## src/rtl/npu_fifo_pkg.sv

```systemverilog
// Shared types and constants for the NPU FIFO read-side logic.
package npu_fifo_pkg;

  localparam int SKID_DEPTH = 2;
  localparam int STAT_W     = 32;

  typedef logic [1:0] skid_cnt_t;

  typedef enum logic [1:0] {
    SKID_EMPTY = 2'd0,
    SKID_ONE   = 2'd1,
    SKID_FULL  = 2'd2
  } skid_state_t;

  function automatic logic [STAT_W-1:0] sat_inc(input logic [STAT_W-1:0] v);
    return (&v) ? v : v + STAT_W'(1);
  endfunction

endpackage

```

## src/rtl/skid_buffer_2.sv

```systemverilog
// Two-entry skid buffer: head register drives the output, tail absorbs one
// extra word while the consumer stalls.
//
// state      | meaning
// SKID_EMPTY | no words held, output invalid
// SKID_ONE   | head holds the output word
// SKID_FULL  | head is the output word, tail holds the next one
module skid_buffer_2
  import npu_fifo_pkg::*;
#(
  parameter int WIDTH = 32
) (
  input  logic             clk,
  input  logic             rst,
  input  logic             push,
  input  logic             pop,
  input  logic             flush,
  input  logic [WIDTH-1:0] push_data,
  output logic             valid,
  output logic [WIDTH-1:0] data,
  output skid_cnt_t        count
);

  skid_state_t      state_q, state_d;
  logic [WIDTH-1:0] head_q, head_d;
  logic [WIDTH-1:0] tail_q, tail_d;

  always_ff @(posedge clk or negedge rst) begin
    if (!rst) begin
      state_q <= SKID_EMPTY;
      head_q  <= '0;
      tail_q  <= '0;
    end else begin
      state_q <= state_d;
      head_q  <= head_d;
      tail_q  <= tail_d;
    end
  end

  always_comb begin
    state_d = state_q;
    head_d  = head_q;
    tail_d  = tail_q;
    if (flush) begin
      // Data registers are left as-is; only occupancy matters after a flush.
      state_d = SKID_EMPTY;
    end else begin
      case (state_q)
        SKID_EMPTY: begin
          if (push) begin
            head_d  = push_data;
            state_d = SKID_ONE;
          end
        end
        SKID_ONE: begin
          if (push && pop) begin
            head_d = push_data;
          end else if (push) begin
            tail_d  = push_data;
            state_d = SKID_FULL;
          end else if (pop) begin
            state_d = SKID_EMPTY;
          end
        end
        SKID_FULL: begin
          if (pop) begin
            head_d  = tail_q;
            state_d = SKID_ONE;
          end
        end
        default: state_d = SKID_EMPTY;
      endcase
    end
  end

  assign valid = (state_q != SKID_EMPTY);
  assign data  = head_q;
  assign count = skid_cnt_t'(state_q);

endmodule

```

## src/rtl/bram_fifo_reader.sv

```systemverilog
// Read-side master for the show-ahead M20K FIFO, presenting a valid/ready stream.
// Optional BRAM_FIFO_READER_STATS_EN adds beat and stall counters.
module bram_fifo_reader
  import npu_fifo_pkg::*;
#(
  parameter int WIDTH      = 32,
  parameter int SKID_DEPTH = 2
) (
  input  logic              clk,
  input  logic              rst,
  input  logic              i_fifo_empty,
  input  logic [WIDTH-1:0]  i_fifo_data,
  output logic              o_fifo_rdreq,
  input  logic              i_flush,
  output logic              o_valid,
  output logic [WIDTH-1:0]  o_data,
  input  logic              i_ready,
  output logic [1:0]        o_buf_count,
  output logic              o_idle
`ifdef BRAM_FIFO_READER_STATS_EN
  ,
  output logic [STAT_W-1:0] o_beat_count,
  output logic [STAT_W-1:0] o_stall_count
`endif
);

  generate
    if (SKID_DEPTH != npu_fifo_pkg::SKID_DEPTH) begin : g_bad_depth
      $error("bram_fifo_reader: SKID_DEPTH must be 2");
    end
  endgenerate

  logic      pop;
  skid_cnt_t buf_count;

  // The pop request looks only at FIFO state and local occupancy, never i_ready,
  // so the consumer's ready path does not reach the FIFO.
  assign o_fifo_rdreq = !i_fifo_empty && (buf_count < 2'd2) && !i_flush && rst;
  assign pop          = o_valid && i_ready;
  assign o_buf_count  = buf_count;
  assign o_idle       = (buf_count == 2'd0) && i_fifo_empty;

  skid_buffer_2 #(
    .WIDTH (WIDTH)
  ) u_skid (
    .clk       (clk),
    .rst       (rst),
    .push      (o_fifo_rdreq),
    .pop       (pop),
    .flush     (i_flush),
    .push_data (i_fifo_data),
    .valid     (o_valid),
    .data      (o_data),
    .count     (buf_count)
  );

`ifdef BRAM_FIFO_READER_STATS_EN
  always_ff @(posedge clk or negedge rst) begin
    if (!rst) begin
      o_beat_count  <= '0;
      o_stall_count <= '0;
    end else begin
      // A pop coincident with flush was not accepted, so it is not a beat.
      if (pop && !i_flush) o_beat_count <= o_beat_count + STAT_W'(1);
      if (o_valid && !i_ready) o_stall_count <= sat_inc(o_stall_count);
    end
  end
`endif

endmodule
```

## config.mk

```make
export PLATFORM = sky130hd
export DESIGN_NAME = bram_fifo_reader
export DESIGN_NICKNAME = d
export VERILOG_FILES = /design/src/rtl/npu_fifo_pkg.sv /design/src/rtl/skid_buffer_2.sv /design/src/rtl/bram_fifo_reader.sv
export SDC_FILE = /design/constraint.sdc
export NUM_CORES = 1
export LEC_CHECK = 0
export ABC_AREA = 1
export BUFFER_PORTS_ARGS = -buffer_cell sky130_fd_sc_hd__buf_4
export CELL_PAD_IN_SITES_DETAIL_PLACEMENT = 0
export CELL_PAD_IN_SITES_GLOBAL_PLACEMENT = 2
export CORE_MARGIN = 8
export CORE_UTILIZATION = 34
export DETAILED_ROUTE_END_ITERATION = 16
export PLACE_DENSITY = 0.88
export SLEW_MARGIN = 20
export SYNTH_ARGS = -nofsm -noshare
export SYNTH_HDL_FRONTEND = slang
export SYNTH_SLANG_ARGS = --single-unit
```

## constraint.sdc

```tcl
create_clock -name clk -period 3 [get_ports clk]
set_input_delay 0.75 -clock clk [delete_from_list [all_inputs] [get_ports clk]]
set_output_delay 0.75 -clock clk [all_outputs]
set_load 0.02 [all_outputs]
```

==> impl_results.md, run 1 <==
* Clock Skew at 0.009745 ns
* Cts hold-fix bufs at 0
* Fin worst setup slack at 0.8819 ns
* Initial antenna violation count at 0
* Grt total ovfl at 0
* Maximum VDD drop at 0.3637 mV
* Worst skew pair latency at 0.33 ns
* Worst-margin pin slew at 0.8175 ns
* Largest net degree at the start of global routing at 67
* GP Congestion at 0.6915
* Most frequent cells in the layout: buf_4 (75), nand2_1 (71), dfrtp_1 (66)
* CP endpoint kind: primary output
* Total CTS buffers at 9
* CTS tree: yes
* DR pass1 iterations at 4
* Fin Setup TNS at 0 ns
* Worst-path maximum fanout at 4
* Max Freq at 0.4721 GHz
* Status: completed
* Area delta synth->final at 25.86%
* Overall Power at 3.278 mW
* Critical path class: in -> out
* Critical-path cell list: buf_4 -> nor2_2 -> nand2_2 -> inv_2 -> buf_4
* Final nets at 445
* I/O pin cnt at 74
* Syn_nets at 377
* Worst hold slack at 0.4749 ns
* Max_cap viols at 0
* Root Buffer: clkbuf_8
* Share of layout cells above drive strength 1 at 0.3252
* Final period utilization at 0.7060
* Final Slew Violations at 0
* Number of global-route vias before repair at 2340
* Chip height at 111.5 um
* Seq/Total Area, Yosys at 0.5325
* CP bufs+invs at 3
* Yosys warns at 0
* CP startpoint kind: input port
* Worst path arrival time at 1.37 ns
* CTS max path bufs at 2
* Core Footprint at 9065 sq um
* Row count at 35
* Worst endpoint required time at 2.25 ns
* Minimum clock period at 2.118 ns
* # setup viols final at 0
* CP most frequent cell: buf_4
* Synthesized area at 3102 sq um
* Clock slew at reported path FFs at 0.06 ns
* Netlist cell types at 20
* DRC errors left at 0
* Power Density at 839.8 nW/um^2
* Buffers on Ports at 73
* Inserted Diodes at 0
* Post-cts resize count at 0
* Tightest Hold Check Type: reg -> reg
* Global-route wire length before repair at 11530 um
* Pre-CTS setup slack at 0.8577 ns
* Die footprint at 12430 sq um
* Total wire length at 6599 um
* Syn_area_per_cell at 9.123 sq um
* DP HPWL at 4371 um
* Routed vias at 2333
* Cells after Synth at 340
* CP max stage delay at 0.15 ns
* CP max-delay cell: nor2_2
* H-Tree Level Count at 3
* Post-synthesis register bit count at 66
* Post-CTS Setup Repair Bufs at 0
* Vias per Instance at 4.461
* Die width at 111.5 um
* Commonest non-fill, non-tap cell in the layout: buf_4
* Setup repair after global routing missed its margin: false
* Final hold vios at 0
* Slew HR at 0.4550
* Reg2Reg Setup Slack at 1.26 ns
* Top delay family on crit path: buffers and inverters
* Initial Util at 0.3422
* Final Core Density at 0.4306
* Gr usage total at 0.1144
* First DRT Iteration DRCs at 87
* CTS Sinks at 66
* Routed WL per cell at 12.62 um
* LEAKAGE at 2.022 nW
* Post-DRT Antenna Nets at 0
-- flip-flops by register name (all words and copies together) (netlist names) --
signal and cells:
u_skid.tail_q 32, u_skid.data 32, u_skid.count 2
-- through the flow --
| step | cells | instance area [sq um] |
|---|---|---|
| floorplan | 340 | 3102 |
| global placement | 508 | 3664 |
| detailed placement | 508 | 3664 |
| CTS | 523 | 3904 |
| global route | 523 | 3904 |
| finish | 523 | 3904 |
-- layer usage --
metal	track usage	wire length, um	up-vias
met2	0.1653	2846	64
met5	0	0	-
met1	0.1481	3246	1054
met3	0.05303	480	2
li1	-	-	1213
met4	0.03555	26	0
-- worst min-delay path: stages, from the launching register on --
cell	delay [ns]
dfrtp_1	0.34
nand2_1	0.06
o21ai_2	0.05
-- Yosys cell counts --
library cell / instances / area (sq um)
nand2_1: 71 / 266.5
dfrtp_1: 66 / 1652
inv_1: 36 / 135.1
o21ai_1: 36 / 180.2
nor2_1: 27 / 101.4
o21ai_0: 21 / 105.1
a21oi_1: 18 / 90.09
a21oi_2: 17 / 148.9
nor2_4: 10 / 112.6
buf_4: 8 / 60.06
o21ai_2: 6 / 52.55
buf_6: 4 / 45.04
buf_12: 3 / 60.06
buf_2: 3 / 15.01
nand2_2: 3 / 18.77
nand3_1: 3 / 15.01
nor2_2: 3 / 18.77
clkbuf_1: 2 / 7.510
inv_2: 2 / 7.510
nand3_2: 1 / 10.01
-- final timing paths --
kind / to / cells past startpoint / from
worst max-delay path: o_fifo_rdreq / 5 / i_flush
worst min-delay path: u_skid.tail_q[2] / 2 / u_skid.tail_q[2]
worst max register to register: u_skid.count[1] / 8 / u_skid.count[0]
worst min register to register: u_skid.tail_q[2] / 2 / u_skid.tail_q[2]
max in group asynchronous: u_skid.tail_q[4] / 2 / rst
min in group asynchronous: u_skid.tail_q[21] / 2 / rst
-- power by group --
group          switching [mW]  internal, mW  total, mW
Sequential              0.167          1.22       1.39
Clock                   0.324         0.569      0.892
Combinational           0.564         0.434      0.998
Total                    1.05          2.22       3.28
-- cell families (layout without fill, tap and decap cells) --
group,after synthesis,in the layout,synth area share
AND/OR/NAND/NOR,118,118,0.1751
AO/OA/AOI/OAI,98,98,0.1860
flip-flops,66,66,0.5325
buffers and inverters,58,130,0.1065
-- final cells by class --
cell class | count | area, sq um
multi-input combinational | 216 | 1127
fill | 905 | 5161
inverter | 38 | 142.6
sequential | 66 | 1652
tap | 111 | 138.9
timing repair buffer | 77 | 603.1
clock inverter | 5 | 102.6
clock buffer | 10 | 137.6
(Power assumes the default switching activity.)
==> run 2: changes to the inputs <==
--- a/config.mk
+++ b/config.mk
@@ -10,9 +10,9 @@
 export CELL_PAD_IN_SITES_DETAIL_PLACEMENT = 0
 export CELL_PAD_IN_SITES_GLOBAL_PLACEMENT = 2
 export CORE_MARGIN = 8
-export CORE_UTILIZATION = 34
+export CORE_UTILIZATION = 32
 export DETAILED_ROUTE_END_ITERATION = 16
-export PLACE_DENSITY = 0.88
+export PLACE_DENSITY = 0.83
 export SLEW_MARGIN = 20
 export SYNTH_ARGS = -nofsm -noshare
 export SYNTH_HDL_FRONTEND = slang
==> constraint.sdc (replaced) <==
create_clock -name clk -period 2.15 [get_ports clk]
set_input_delay 0.5375 -clock clk [delete_from_list [all_inputs] [get_ports clk]]
set_output_delay 0.5375 -clock clk [all_outputs]
set_load 0.02 [all_outputs]
==> run 2 against run 1 <==
Clock-buffer cell count is 1 higher. Register-to-register slack worse by 0.64 ns. Die area is 5.3% higher. Hold slack worse by 0.062 ns. Total power is 36% higher. Wire length is 4.6% higher. Sequential power is 38% higher. Highest routed layer unchanged.
==> impl_results.md, run 2 (same netlist as run 1, synthesis figures left out) <==
* Routed vias at 2328 (-0.21%)
* Post-CTS Setup Repair Bufs at 0 (unchanged)
* H-Tree Level Count at 3 (unchanged)
* Fillers at 994 (+9.8%)
* Area delta synth->final at 25.86% (unchanged)
* Die width at 114.5 um (+2.6%)
* Metal3 WL at 428 um (-11%)
* CTS Sinks at 66 (unchanged)
* Grt total ovfl at 0 (unchanged)
* Root Buffer: clkbuf_8
* Number of global-route vias before repair at 2324 (-0.68%)
* Clock Skew at 0.006299 ns (-0.003447 ns)
* Sw Ratio at 0.3352 (+0.01339)
* Final period utilization at 0.8621
* Tightest Hold Check Type: in -> async
* LEAKAGE at 2.014 nW (-0.43%)
* Max Freq at 0.5395 GHz
* CP endpoint kind: primary output
* Highest routed layer: met4
* CP startpoint kind: flop
* Power Density at 1140 nW/um^2 (+36%)
* Share of layout cells above drive strength 1 at 0.3253 (about the same)
* Clock share of power at 0.254 (-0.018)
* Routed WL per cell at 12.59 um (-0.21%)
* DP HPWL at 4617 um (+5.6%)
* Initial Util at 0.3233 (-0.01888)
* Worst path arrival time at 1.32 ns (-0.05 ns)
* Initial antenna violation count at 0 (unchanged)
* Status: completed
* Largest net degree at the start of global routing at 67 (unchanged)
* Worst-path maximum fanout at 8 (+4)
* Gate power share at 0.314 (+0.009)
* Cts hold-fix bufs at 0 (unchanged)
* Total CTS buffers at 9 (unchanged)
* Buffers on Ports at 73 (unchanged)
* Critical path class: reg -> out
* Worst skew pair latency at 0.34 ns (about the same)
* # setup viols final at 0 (unchanged)
* GP Congestion at 0.7208 (+4.2%)
* Global-route wire length before repair at 11420 um (-0.95%)
* Worst-margin pin slew at 0.8496 ns (+0.03205 ns)
* Post-DRT Antenna Nets at 0 (unchanged)
* Total wire length at 6900 um (+4.6%)
* DR pass1 iterations at 4 (unchanged)
* CTS max path bufs at 2 (unchanged)
* Net switching power at 1.492 mW (+41%)
* Final hold vios at 0 (unchanged)
* Die footprint at 13100 sq um (+5.3%)
* Final nets at 447 (+0.45%)
* Fin Setup TNS at 0 ns (unchanged)
* Maximum VDD drop at 0.3149 mV (-13%)
* P_int at 2.959 mW (+33%)
* DR WL met2 at 3083 um (+8.3%)
* Inserted Diodes at 0 (unchanged)
* I/O pin cnt at 74 (unchanged)
* Final Slew Violations at 0 (unchanged)
* Post-cts resize count at 0 (unchanged)
* Chip height at 114.5 um (+2.6%)
* Final Core Density at 0.4069 (-0.02376)
* Minimum clock period at 1.854 ns
* Gr usage total at 0.1112 (-0.003176)
* DRC errors left at 0 (unchanged)
* Most frequent cells in the layout: buf_4 (78), nand2_1 (71), dfrtp_1 (66)
* Worst endpoint required time at 1.61 ns (-0.64 ns)
* Commonest non-fill, non-tap cell in the layout: buf_4
* Slew HR at 0.4336 (-0.02136)
* CTS tree: yes
* Clock slew at reported path FFs at 0.07 ns (about the same)
* Setup repair after global routing missed its margin: false
* Wl on met1 at 3315 um (+2.1%)
* Power share of the sequential group at 0.432 (+0.009)
* Vias per Instance at 4.248 (-4.8%)
* Core Footprint at 9594 sq um (+5.8%)
* First DRT Iteration DRCs at 90 (+3.4%)
* Row count at 36 (+2.9%)
* Max_cap viols at 0 (unchanged)
## run 2: path summary, 6_finish.rpt
check                           slack (ns)             start  cells after the start                end
min in group clk                      0.45   i_fifo_data[31]                      3  u_skid.tail_q[31]
max in group asynchronous             1.16               rst                      2  u_skid.tail_q[17]
worst min register to register        0.48  u_skid.tail_q[1]                      2   u_skid.tail_q[1]
worst max-delay path                  0.30   u_skid.count[0]                      4             o_idle
worst min-delay path                  0.41               rst                      2    u_skid.data[23]
worst max register to register        0.62   u_skid.count[0]                      6    u_skid.data[19]
## run 2: critical path: stages, from the launching register on
cell and delay (ns):
dfrtp_1 0.48, nor2_1 0.20, inv_2 0.07, nor2_1 0.08, buf_4 0.14
## run 2: layer usage
metal  vias to the layer above  GRT usage
met5                         -          0
met4                         0    0.04525
met3                         5    0.04008
met2                        51     0.1658
met1                      1053     0.1423
li1                       1219          -
## run 2: final cells by class
class	count	area (sq um)	share of cell area
Timing Repair Buffer	79	605.6	0.1551
Sequential cell	66	1652	0.4231
Clock inverter	5	78.83	0.02019
Inverter	38	142.6	0.03654
Multi-Input combinational cell	216	1127	0.2888
Tap cell	133	166.4	0.04263
Clock buffer	11	131.4	0.03365
## run 2: per-stage QoR
stage	instance area [sq um]	setup slack [ns]	hold WS [ns]	cells	total power, mW
after floorplan	3102	0.5251	0.2419	340	2.785
after global placement	3694	0.4428	0.4598	532	3.338
after detailed placement	3694	0.4264	0.4669	532	3.377
after CTS	3904	0.2535	0.4308	548	4.533
after global routing	3904	0.1212	0.4319	548	4.780
final	3904	0.2965	0.4134	548	4.451
## run 2: power by group through the flow
stage | logic [mW] | clock network, mW | registers, mW
2_1_floorplan | 0.623 | 0 | 2.16
3_3_place_gp | 1.40 | 0 | 1.94
3_5_place_dp | 1.43 | 0 | 1.95
4_1_cts | 1.43 | 1.17 | 1.93
5_1_grt | 1.56 | 1.23 | 1.99
6_report | 1.40 | 1.13 | 1.92
==> run 3: changes to the inputs <==
--- a/config.mk
+++ b/config.mk
@@ -12,7 +12,7 @@
 export CORE_MARGIN = 8
 export CORE_UTILIZATION = 32
 export DETAILED_ROUTE_END_ITERATION = 16
-export PLACE_DENSITY = 0.83
+export PLACE_DENSITY = 0.86
 export SLEW_MARGIN = 20
 export SYNTH_ARGS = -nofsm -noshare
 export SYNTH_HDL_FRONTEND = slang
==> run 3 against run 2 <==
Global-route usage decreased by 0.094 points. Cell count grew 0.18%. Sequential share of layout area is 0.11 points higher. Critical path depth unchanged. Flip-flop and latch count unchanged. Die area unchanged. Clock-buffer cell count is 2 lower. Critical endpoint unchanged. Largest power group unchanged.
==> impl_results.md, run 3 (same netlist as run 1, synthesis figures left out) <==
* Final Core Density at 0.4058 (-0.001044)
* Final nets at 448 (+0.22%)
* Worst-margin pin slew at 0.8559 ns (+0.006273 ns)
* Initial Util at 0.3233 (unchanged)
* Die width at 114.5 um (unchanged)
* Area delta synth->final at 25.53%
* Chip height at 114.5 um (unchanged)
* Global-route wire length before repair at 11430 um (+0.12%)
* Core Footprint at 9594 sq um (unchanged)
* Worst-path maximum fanout at 8 (unchanged)
* Status: completed
* Gr usage total at 0.1103 (-0.0009447)
* Placed Cells incl. Taps at 533 (+0.19%)
* Max_cap viols at 0 (unchanged)
* Post-cts resize count at 0 (unchanged)
* Cts hold-fix bufs at 0 (unchanged)
* Worst endpoint required time at 1.61 ns (about the same)
* Most frequent cells in the layout: buf_4 (79), nand2_1 (71), dfrtp_1 (66)
* Grt total ovfl at 0 (unchanged)
* Post-CTS Setup Repair Bufs at 0 (unchanged)
* Number of global-route vias before repair at 2349 (+1.1%)
* Maximum VDD drop at 0.3949 mV (+25%)
* Critical-path cell list: nor2_1 -> inv_2 -> nor2_1 -> buf_4
* Row count at 36 (unchanged)
* CP endpoint kind: primary output
* Inserted Diodes at 0 (unchanged)
* Clock Skew at 0.009733 ns (+0.003435 ns)
* DP HPWL at 4560 um (-1.2%)
* Vias per Instance at 4.291 (+1.0%)
* Routed vias at 2356 (+1.2%)
* Commonest non-fill, non-tap cell in the layout: buf_4
* First DRT Iteration DRCs at 124 (+38%)
* Routed WL per cell at 12.32 um (-2.2%)
* CTS tree: yes
* CP max stage delay at 0.48 ns (about the same)
* Worst skew pair latency at 0.33 ns (about the same)
* Final period utilization at 0.8548 (-0.007281)
* CTS Sinks at 66 (unchanged)
* Minimum clock period at 1.838 ns (-0.01565 ns)
* Buffers on Ports at 73 (unchanged)
* Total CTS buffers at 9 (unchanged)
* Worst path arrival time at 1.30 ns (-0.02 ns)
* Placed cell area at 3701 sq um (+0.20%)
* Initial antenna violation count at 0 (unchanged)
* Share of layout cells above drive strength 1 at 0.3317 (+0.006430)
* GP Congestion at 0.7586 (+5.2%)
* Critical path class: reg -> out
* Largest net degree at the start of global routing at 67 (unchanged)
* Post-DRT Antenna Nets at 0 (unchanged)
* Die footprint at 13100 sq um (unchanged)
* CTS max path bufs at 2 (unchanged)
* CP most frequent cell: nor2_1
* # setup viols final at 0 (unchanged)
* Root Buffer: clkbuf_8
* Fin Setup TNS at 0 ns (unchanged)
* Slew HR at 0.4294 (-0.004182)
* Max Freq at 0.5441 GHz (+0.85%)
* Total wire length at 6763 um (-2.0%)
* Final std cells w/o fill at 549 (+0.18%)
* Pre-CTS setup slack at 0.4515 ns (+0.02510 ns)
* Final hold vios at 0 (unchanged)
* I/O pin cnt at 74 (unchanged)
* Finished Cell Area at 3894 sq um (-0.26%)
* DR pass1 iterations at 4 (unchanged)
* Clock slew at reported path FFs at 0.08 ns (about the same)
* Fin worst setup slack at 0.3121 ns (+0.01565 ns)
* CP startpoint kind: flop
* Tightest Hold Check Type: in -> async
* DRC errors left at 0 (unchanged)
* LEAKAGE at 2.006 nW (-0.38%)
* Power Density at 1116 nW/um^2 (-2.1%)
* Final Slew Violations at 0 (unchanged)
* H-Tree Level Count at 3 (unchanged)
* Setup repair after global routing missed its margin: false
* CP max-delay cell: dfrtp_1
[run 3: cell count changes in the layout (fill, tap and decap cells not counted), sizes merged]
| cell | delta |
|---|---|
| clkbuf | -2 |
| clkinvlp | +2 |
| buf | +1 |
| bufinv | -1 |
| inv | +1 |
[run 3: layer usage]
metal / vias up / GRT usage / wire, um
met5: - / 0 / 0
li1: 1222 / - / -
met2: 52 / 0.1737 / 3033
met4: 0 / 0.04259 / 80
met3: 6 / 0.04061 / 438
met1: 1076 / 0.1338 / 3211
[run 3: report_power, final]
part	internal (mW)	leakage (nW)	total (mW)	switching [mW]
Combinational	0.607	1.12	1.40	0.790
Sequential	1.70	0.794	1.92	0.217
Clock	0.533	0.0954	1.03	0.499
[run 3: final cells by class]
type                            count  area, sq um
Clock buffer                        9        123.9
Multi-Input combinational cell    216         1127
Clock inverter                      7        68.82
Timing Repair Buffer               80        613.1
Inverter                           38        142.6
Fill cell                        1016         5700
Sequential cell                    66         1652
Tap cell                          133        166.4
[run 3: final timing paths]
path | startpoint | endpoint | depth (start not counted) | slack [ns]
setup / recovery | u_skid.count[0] | o_idle | 4 | 0.31
hold / removal | rst | u_skid.tail_q[23] | 2 | 0.41
setup reg to reg | u_skid.count[0] | u_skid.data[29] | 6 | 0.68
hold reg to reg | u_skid.tail_q[1] | u_skid.tail_q[1] | 2 | 0.48
max in group asynchronous | rst | u_skid.tail_q[29] | 2 | 1.15
min in group clk | i_fifo_data[31] | u_skid.tail_q[31] | 3 | 0.46
[run 3: worst max-delay path: cells and delay by family (launching register included)]
kind | cells | cell delay [ns]
buffers and inverters | 2 | 0.20
flip-flops | 1 | 0.48
AND/OR/NAND/NOR | 2 | 0.28
[run 3: stage by stage]
stage | hold slack (ns) | total power [mW]
floorplan | 0.2419 | 2.785
global placement | 0.4600 | 3.337
detailed placement | 0.4675 | 3.369
CTS | 0.4389 | 4.426
global route | 0.4353 | 4.671
finish | 0.4087 | 4.346
